--- src/rtl/y86_pkg.sv ---
// y86_pkg: shared Y86-64 constants, status codes, sequencer state encoding and helpers.
package y86_pkg;

    localparam logic [3:0] I_HALT   = 4'h0;
    localparam logic [3:0] I_NOP    = 4'h1;
    localparam logic [3:0] I_RRMOVQ = 4'h2;
    localparam logic [3:0] I_IRMOVQ = 4'h3;
    localparam logic [3:0] I_RMMOVQ = 4'h4;
    localparam logic [3:0] I_MRMOVQ = 4'h5;
    localparam logic [3:0] I_OPQ    = 4'h6;
    localparam logic [3:0] I_JXX    = 4'h7;
    localparam logic [3:0] I_CALL   = 4'h8;
    localparam logic [3:0] I_RET    = 4'h9;
    localparam logic [3:0] I_PUSHQ  = 4'hA;
    localparam logic [3:0] I_POPQ   = 4'hB;

    localparam logic [2:0] ST_AOK = 3'd1;
    localparam logic [2:0] ST_HLT = 3'd2;
    localparam logic [2:0] ST_ADR = 3'd3;
    localparam logic [2:0] ST_INS = 3'd4;

    typedef enum logic [2:0] {
        S_IDLE, S_FETCH, S_DECODE, S_EXECUTE, S_MEMORY, S_WRITEBACK, S_PCUPD, S_HALT
    } state_t;

    function automatic logic uses_mem(input logic [3:0] ic);
        return ic inside {I_RMMOVQ, I_MRMOVQ, I_CALL, I_RET, I_PUSHQ, I_POPQ};
    endfunction

endpackage

--- src/rtl/seq_pc_sel.sv ---
// seq_pc_sel: next-PC selection for the sequential core.
//   in : icode_q, cnd_q, valC_q, valP_q, valM_q (latched instruction fields)
//   out: new_pc (call/taken jump -> valC, ret -> valM, otherwise valP)
module seq_pc_sel
    import y86_pkg::*;
(
    input  logic [3:0]  icode_q,
    input  logic        cnd_q,
    input  logic [63:0] valC_q,
    input  logic [63:0] valP_q,
    input  logic [63:0] valM_q,
    output logic [63:0] new_pc
);

    always_comb
        new_pc = (icode_q == I_CALL || (icode_q == I_JXX && cnd_q)) ? valC_q :
                 (icode_q == I_RET) ? valM_q : valP_q;

endmodule

--- src/rtl/seq_ctrl.sv ---
// seq_ctrl: multi-cycle Y86-64 sequencer owning PC, status and retired count.
//   in : clk, reset (async high), run, fetch fields (icode, imem_err, instruct_err,
//        valC, valP), cnd from execute, data-memory response (valM, dmem_ack, dmem_err)
//   out: PC, one-hot stage enables, dmem_req, stat, halted, retired
module seq_ctrl
    import y86_pkg::*;
#(
    parameter logic [63:0] RESET_PC    = 64'd0,
    parameter int          CNT_W       = 32,
    parameter int          MEM_TIMEOUT = 16
) (
    input  logic             clk,
    input  logic             reset,
    input  logic             run,
    input  logic [3:0]       icode,
    input  logic             imem_err,
    input  logic             instruct_err,
    input  logic [63:0]      valC,
    input  logic [63:0]      valP,
    input  logic             cnd,
    input  logic [63:0]      valM,
    input  logic             dmem_ack,
    input  logic             dmem_err,
    output logic [63:0]      PC,
    output logic             fetch_en,
    output logic             decode_en,
    output logic             exec_en,
    output logic             mem_en,
    output logic             wb_en,
    output logic             dmem_req,
    output logic [2:0]       stat,
    output logic             halted,
    output logic [CNT_W-1:0] retired
);

    localparam int TW = $clog2(MEM_TIMEOUT + 1);
    localparam logic [TW-1:0] TMO_LAST = TW'(MEM_TIMEOUT - 1);

    state_t           state_q, state_d;
    logic [2:0]       stat_q, stat_d;
    logic [TW-1:0]    tmo_q, tmo_d;
    logic [63:0]      pc_q, valC_q, valP_q, valM_q, new_pc;
    logic [3:0]       icode_q;
    logic             cnd_q;
    logic [CNT_W-1:0] retired_q;

    seq_pc_sel u_pc_sel (
        .icode_q(icode_q),
        .cnd_q  (cnd_q),
        .valC_q (valC_q),
        .valP_q (valP_q),
        .valM_q (valM_q),
        .new_pc (new_pc)
    );

    // tmo_d defaults to zero so the wait counter clears whenever MEMORY is left.
    always_comb begin
        state_d = state_q;
        stat_d  = stat_q;
        tmo_d   = '0;
        case (state_q)
            S_IDLE:      state_d = run ? S_FETCH : S_IDLE;
            S_FETCH: begin
                state_d = (imem_err || instruct_err || icode == I_HALT) ? S_HALT : S_DECODE;
                stat_d  = imem_err ? ST_ADR : instruct_err ? ST_INS :
                          (icode == I_HALT) ? ST_HLT : stat_q;
            end
            S_DECODE:    state_d = S_EXECUTE;
            S_EXECUTE:   state_d = uses_mem(icode_q) ? S_MEMORY : S_WRITEBACK;
            S_MEMORY: begin
                // An ack on the final allowed cycle takes priority over the timeout.
                if (dmem_ack) begin
                    state_d = dmem_err ? S_HALT : S_WRITEBACK;
                    stat_d  = dmem_err ? ST_ADR : stat_q;
                end else if (tmo_q == TMO_LAST) begin
                    state_d = S_HALT;
                    stat_d  = ST_ADR;
                end else begin
                    tmo_d   = tmo_q + 1'b1;
                end
            end
            S_WRITEBACK: state_d = S_PCUPD;
            S_PCUPD:     state_d = run ? S_FETCH : S_IDLE;
            default:     state_d = state_q;
        endcase
    end

    always_ff @(posedge clk or posedge reset) begin
        if (reset) begin
            state_q   <= S_IDLE;
            stat_q    <= ST_AOK;
            tmo_q     <= '0;
            pc_q      <= RESET_PC;
            retired_q <= '0;
            icode_q   <= I_HALT;
            cnd_q     <= 1'b0;
            valC_q    <= '0;
            valP_q    <= '0;
            valM_q    <= '0;
        end else begin
            state_q <= state_d;
            stat_q  <= stat_d;
            tmo_q   <= tmo_d;
            if (state_q == S_FETCH) begin
                icode_q <= icode;
                valC_q  <= valC;
                valP_q  <= valP;
            end
            if (state_q == S_EXECUTE)
                cnd_q <= cnd;
            if (state_q == S_MEMORY && dmem_ack && !dmem_err)
                valM_q <= valM;
            if (state_q == S_PCUPD) begin
                pc_q      <= new_pc;
                retired_q <= retired_q + 1'b1;
            end
        end
    end

    assign fetch_en  = state_q == S_FETCH;
    assign decode_en = state_q == S_DECODE;
    assign exec_en   = state_q == S_EXECUTE;
    assign mem_en    = state_q == S_MEMORY;
    assign wb_en     = state_q == S_WRITEBACK;
    assign dmem_req  = state_q == S_MEMORY;
    assign halted    = state_q == S_HALT;
    assign PC        = pc_q;
    assign stat      = stat_q;
    assign retired   = retired_q;

endmodule

--- config.mk ---
export PLATFORM = sky130hd
export DESIGN_NAME = seq_ctrl
export DESIGN_NICKNAME = d
export VERILOG_FILES = /design/src/rtl/y86_pkg.sv /design/src/rtl/seq_pc_sel.sv /design/src/rtl/seq_ctrl.sv
export SDC_FILE = /design/constraint.sdc
export NUM_CORES = 1
export LEC_CHECK = 0
export ABC_AREA = 1
export ABC_CLOCK_PERIOD_IN_PS = 8900
export BUFFER_PORTS_ARGS = -buffer_cell sky130_fd_sc_hd__buf_2
export CORE_MARGIN = 1.5
export CORE_UTILIZATION = 40
export CTS_CLUSTER_SIZE = 14
export DETAILED_ROUTE_END_ITERATION = 8
export GPL_TIMING_DRIVEN = 0
export PLACE_DENSITY = 0.73
export SLEW_MARGIN = 10
export SYNTH_ARGS = -nofsm -noshare
export SYNTH_HDL_FRONTEND = slang
export SYNTH_SLANG_ARGS = --single-unit
--- constraint.sdc ---
create_clock -name clk -period 8.9 [get_ports clk]
set_input_delay 0.445 -clock clk [delete_from_list [all_inputs] [get_ports clk]]
set_output_delay 0.445 -clock clk [all_outputs]
set_load 0.01 [all_outputs]
==> flow_metrics.env, run 1 <==
export IMPL_status="finished clean"
export IMPL_tns_ps=0
export IMPL_arrival_ps=2330
export IMPL_syn_nets=1736
export IMPL_antenna_found_initial=13
export IMPL_postCtsHoldBufs=0
export IMPL_root_buffer="clkbuf_16"
export IMPL_power_total_mw=3.01
export IMPL_required_ps=8460
export IMPL_grtUsageTotal_pct=22.8
export IMPL_clk_pin_slew_ps=60
export IMPL_post_cts_resized=0
export IMPL_hold_class="primary input to asynchronous set/reset pin"
export IMPL_grt_pass1_wl_mm=63.3
export IMPL_fin_skew_ps=17.6
export IMPL_totalWireLength_mm=39.7
export IMPL_critPathLaunchType="register"
export IMPL_drv_cap=0
export IMPL_relSlewSlack_pct=46.9
export IMPL_grt_max_degree=108
export IMPL_synth_top_family_by_area="simple AND/OR/NAND/NOR gates"
export IMPL_synth_edff_count=0
export IMPL_period_share_pct=31.2
export IMPL_cts_inserted_buffers=35
export IMPL_dieArea_sq_um=35000
export IMPL_yosysSeqAreaShare_pct=56.2
export IMPL_syn_area_sq_um=13500
export IMPL_die_w_um=187
export IMPL_final_cell_mix="nand2_1, buf_2, dfrtp_1, a21oi_1, nand3_1"
export IMPL_wl_per_cell_um=16.8
export IMPL_synth_compound_area_share_pct=7.97
export IMPL_viasPerCell=4.98
export IMPL_drt_iter0_markers=656
export IMPL_fin_crit_ps=2780
export IMPL_postSynthCellCount=1530
export IMPL_drtPass1Iterations=5
export IMPL_avgSynthCellArea_sq_um=8.85
export IMPL_post_cts_buffers=0
export IMPL_criticalPathCategory="register to primary output"
export IMPL_dp_hpwl_mm=28.9
export IMPL_htreeDepth=2
export IMPL_synthMuxAreaShare_pct=4.74
export IMPL_insertion_delay_ps=510
export IMPL_rsz0062_at_grt="no"
export IMPL_gp_congestion=0.892
export IMPL_yosys_warnings=0
export IMPL_gr_total_overflow=0
export IMPL_worstMarginPinSlew_ps=796
export IMPL_die_h_um=187
export IMPL_setup_viol=0
export IMPL_core_area_sq_um=33400
export IMPL_vias=11800
export IMPL_layout_commonest_cell="nand2_1"
export IMPL_fp_row_count=67
export IMPL_cts_tree="yes"
export IMPL_ys_async_sr_fraction_pct=100
export IMPL_synth_xor_area_share_pct=1.23
export IMPL_clock_sinks=304
export IMPL_initial_core_util_pct=40.5
export IMPL_pre_cts_ws_ps=6650
export IMPL_endpoint_kind="primary output"
export IMPL_power_density_nw_per_um2=177
export IMPL_fmax_ghz=0.360
export IMPL_cp_max_fo=10
export IMPL_cts_max_path_buffers=3
export IMPL_finalWorstSetupSlack_ps=6120
export IMPL_synthAdderAreaFrac_pct=0.185
export IMPL_ys_flop_type="dfrtp_1"
export IMPL_portBuffers=309
export IMPL_synth_simple_area_share_pct=25.0
export IMPL_maxSlewViolCount=0
export IMPL_drtAntennaViolNets=0
export IMPL_syn2layout_area_growth_pct=25.3
export IMPL_ys_ff_latch=304
export IMPL_drive_gt1_share_pct=25.5
export IMPL_hold_viol=0
export IMPL_finish_net_count=2084
export IMPL_synth_distinct_cells=33
export IMPL_drcViolationCount=0
export IMPL_vdd_drop_max_mv=0.140
export IMPL_grt_pass1_vias=11800
export IMPL_p_leak_nw=9.41
export IMPL_num_io_pins=310
sequential cells by signal (all words and copies together), names as in the netlist, 3 cells and up:
| name | flops |
|---|---|
| PC | 64 |
| valC_q | 64 |
| valM_q | 64 |
| valP_q | 64 |
| retired | 32 |
| tmo_q | 5 |
| icode_q | 4 |
| stat | 3 |
| state_q | 3 |
critical path, stage by stage, from the launching register on:
cell and delay, ps:
dfrtp_1 360, buf_4 170, nor3_2 400, buf_2 400, buf_2 300, buf_2 180
through the flow:
step	hold WS [ps]	utilization (%)	instance area [sq um]	std cells
after floorplan	433	-	13500	1530
after global placement	448	46.8	15700	2287
after detailed placement	458	47.0	15700	2289
after CTS	93.2	50.7	17000	2350
after global routing	115	50.7	17000	2356
final	55.2	50.8	17000	2361
where the power goes:
part           switching, mW  total, mW  internal, mW
clock                  0.577       1.54         0.966
sequential                 0       1.38          1.38
combinational         0.0468     0.0813        0.0346
total                  0.623       3.01          2.38
path summary, 6_finish.rpt:
check / start / end / slack [ps] / cells after the start
worst min-delay path: reset / retired[18]$_DFFE_PP0N_ / 60 / 2
worst max register to register: state_q[0]$_DFFE_PP0P_ / valP_q[55]$_DFFE_PP0N_ / 6840 / 7
min in group clk: valC[62] / valC_q[62]$_DFFE_PP0N_ / 130 / 3
max in group asynchronous: reset / valM_q[20]$_DFFE_PP0P_ / 7400 / 4
worst max-delay path: state_q[2]$_DFFE_PP0P_ / fetch_en / 6120 / 5
worst min register to register: tmo_q[0]$_DFF_PP0_ / tmo_q[0]$_DFF_PP0_ / 460 / 1
metal layers:
metal	up-vias	part of all wire, %	GRT usage, %
li1	5637	-	-
met4	6	3.5	8.87
met1	5594	43	29.7
met2	413	47	37.3
met3	100	7.0	4.82
met5	-	0.093	0
Yosys cell counts (2+ instances only):
cell,n,area share (%)
mux2_4,15,1.7
dfrtp_1,303,56
nand3b_1,7,0.39
inv_2,4,0.11
nor2_1,63,1.7
nor2_4,3,0.25
a2bb2oi_1,64,4.1
buf_6,6,0.50
nand2_1,674,19
nor3_1,3,0.11
a21oi_1,78,2.9
o21ai_1,3,0.11
buf_1,10,0.28
nor2_2,2,0.092
nand2_2,2,0.092
clkbuf_1,28,0.78
buf_2,39,1.4
nand3_1,77,2.8
xor2_1,11,0.71
nand4_1,10,0.46
ha_1,2,0.18
nor3_2,2,0.15
buf_4,4,0.22
xnor2_1,8,0.52
mux2_2,37,3.1
o21ai_0,21,0.78
inv_1,48,1.3
logic make-up after synthesis:
kind of cell	count (synthesis)
compound gates	167
xor+xnor	19
fa+ha+maj	2
buf+inv	140
flops	304
mux	52
simple gates	846
final cells by class:
type | count | area, sq um
fillers | 3151 | 16500
flip-flops and latches | 304 | 7610
multi-input cells | 1086 | 5300
repair buffers | 311 | 1600
clock buffers | 48 | 1010
well taps | 448 | 561
plain buffers | 87 | 435
clock inverters | 13 | 230
inverters | 53 | 208
diodes | 11 | 27.5
(Power assumes the default switching activity.)
==> inputs of run 2 (changes only) <==
--- a/config.mk
+++ b/config.mk
@@ -6,14 +6,14 @@
 export NUM_CORES = 1
 export LEC_CHECK = 0
 export ABC_AREA = 1
-export ABC_CLOCK_PERIOD_IN_PS = 8900
+export ABC_CLOCK_PERIOD_IN_PS = 2700
 export BUFFER_PORTS_ARGS = -buffer_cell sky130_fd_sc_hd__buf_2
 export CORE_MARGIN = 1.5
 export CORE_UTILIZATION = 40
 export CTS_CLUSTER_SIZE = 14
 export DETAILED_ROUTE_END_ITERATION = 8
 export GPL_TIMING_DRIVEN = 0
-export PLACE_DENSITY = 0.73
+export PLACE_DENSITY = 0.7
 export SLEW_MARGIN = 10
 export SYNTH_ARGS = -nofsm -noshare
 export SYNTH_HDL_FRONTEND = slang
==> constraint.sdc (replaced) <==
create_clock -name clk -period 2.7 [get_ports clk]
set_input_delay 0.135 -clock clk [delete_from_list [all_inputs] [get_ports clk]]
set_output_delay 0.135 -clock clk [all_outputs]
set_load 0.01 [all_outputs]
==> flow_metrics.env, run 2 (synthesis gave the netlist of run 1 again) <==
export IMPL_status="finished clean"
export IMPL_required_ps=2570
export IMPL_dp_hpwl_mm=29.4
export IMPL_die_h_um=187
export IMPL_relSlewSlack_pct=39.2
export IMPL_gp_congestion=0.862
export IMPL_die_w_um=187
export IMPL_p_leak_nw=10.3
export IMPL_drtPass1Iterations=5
export IMPL_viasPerCell=5.04
export IMPL_drtAntennaViolNets=0
export IMPL_root_buffer="clkbuf_16"
export IMPL_fin_crit_ps=2450
export IMPL_num_io_pins=310
export IMPL_vias=13000
export IMPL_critPathLaunchType="register"
export IMPL_grt_pass1_vias=13600
export IMPL_dp_cells=2296
export IMPL_period_share_pct=90.8
export IMPL_endpoint_kind="primary output"
export IMPL_placed_area_sq_um=15800
export IMPL_gr_total_overflow=0
export IMPL_totalWireLength_mm=44.7
export IMPL_htreeDepth=2
export IMPL_drive_gt1_share_pct=23.5
export IMPL_antenna_found_initial=5
export IMPL_fill_cells=2757
export IMPL_portBuffers=309
export IMPL_maxSlewViolCount=0
export IMPL_drt_iter0_markers=809
export IMPL_cp_slowest_cell="buf_2"
export IMPL_layout_commonest_cell="nand2_1"
export IMPL_wl_per_cell_um=17.4
export IMPL_post_cts_resized=0
export IMPL_post_cts_buffers=0
export IMPL_power_density_nw_per_um2=526
export IMPL_clock_sinks=304
export IMPL_cp_max_fo=10
export IMPL_cp_num_buf_inv=4
export IMPL_initial_core_util_pct=40.5
export IMPL_grt_max_degree=40
export IMPL_arrival_ps=2320
export IMPL_final_area_sq_um=19100
export IMPL_drv_cap=0
export IMPL_instances_no_fill=2571
export IMPL_cts_tree="yes"
export IMPL_pre_cts_ws_ps=558
export IMPL_finalWorstSetupSlack_ps=249
export IMPL_insertion_delay_ps=530
export IMPL_worstMarginPinSlew_ps=913
export IMPL_grtUsageTotal_pct=25.6
export IMPL_cts_max_path_buffers=3
export IMPL_critical_path_top_delay_family="buffers and inverters"
export IMPL_drcViolationCount=0
export IMPL_hold_class="primary input to register"
export IMPL_hold_viol=0
export IMPL_setup_viol=0
export IMPL_cpPeakStageDelay_ps=400
export IMPL_fmax_ghz=0.408
export IMPL_fp_row_count=67
export IMPL_dieArea_sq_um=35000
export IMPL_finish_net_count=2294
export IMPL_clk_pin_slew_ps=60
export IMPL_cp_cell_sequence="buf_4 -> nor3_2 -> buf_2 -> buf_2 -> buf_2"
export IMPL_criticalPathCategory="register to primary output"
export IMPL_postCtsHoldBufs=202
export IMPL_final_cell_mix="nand2_1, buf_2, dfrtp_1, dlygate4sd3_1, a21oi_1"
export IMPL_cts_inserted_buffers=36
export IMPL_grt_pass1_wl_mm=71.1
export IMPL_power_total_mw=10.0
export IMPL_core_area_sq_um=33400
export IMPL_vdd_drop_max_mv=0.469
export IMPL_rsz0062_at_grt="no"
export IMPL_fin_skew_ps=17.8
export IMPL_cp_common_cell="buf_2"
export IMPL_syn2layout_area_growth_pct=40.9
==> run 2: changes by cell type in the layout (fill, tap and decap cells not counted), sizes merged <==
| cell | before | now |
|---|---|---|
| dlygate4sd3 | 0 | 202 |
| buf | 370 | 377 |
| inv | 53 | 54 |
| diode | 11 | 8 |
| clkinv | 7 | 11 |
| bufinv | 6 | 3 |
| clkinvlp | 0 | 2 |
==> run 2: metal layers <==
layer | vias to the layer above | wire (um) | GRT usage [%]
li1 | 6067 | - | -
met1 | 6143 | 17900 | 31.3
met2 | 558 | 21300 | 42.8
met3 | 183 | 2990 | 5.03
met4 | 0 | 2490 | 14.1
met5 | - | 0 | 0
==> run 2: path summary, 6_finish.rpt <==
path	startpoint	endpoint	slack, ps	cells past startpoint
min	dmem_err	state_q[1]$_DFFE_PP0P_	90	5
max reg2reg	state_q[0]$_DFFE_PP0P_	valP_q[56]$_DFFE_PP0N_	510	7
max	state_q[2]$_DFFE_PP0P_	fetch_en	250	5
min reg2reg	valP_q[47]$_DFFE_PP0N_	valP_q[47]$_DFFE_PP0N_	470	2
max in group asynchronous	reset	valP_q[27]$_DFFE_PP0N_	1260	7
min in group asynchronous	reset	retired[18]$_DFFE_PP0N_	200	3
==> run 2: layout make-up <==
class	count	area, sq um	area share, %
antenna	8	20.0	0.105
buffer	87	435	2.28
clock buffer	48	1010	5.27
clock inverter	17	200	1.05
inverter	53	204	1.07
multi-input combinational	1086	5300	27.8
sequential	304	7610	39.8
tap	448	561	2.94
timing repair buffer	520	3760	19.7
==> run 2: worst reg2reg max path, delay by kind of cell, from the launching register on <==
| family | cells | cell delay [ps] |
|---|---|---|
| buf+inv | 4 | 1400 |
| flops | 1 | 430 |
| simple gates | 3 | 290 |
==> run 2: metrics by stage <==
step	TNS (ps)	hold slack, ps	util [%]
after floorplan	-447980	252	-
after CTS	0	60.6	57.0
after global placement	-980070	340	46.8
final	0	89.8	57.1
after detailed placement	0	190	47.4
after global routing	0	138	57.1
==> run 2: report_power, final <==
group | leakage, nW | switching [mW] | internal (mW)
combinational | 6.23 | 0.216 | 0.324
clock | 0.598 | 2.00 | 2.94
sequential | 3.47 | 0 | 4.56
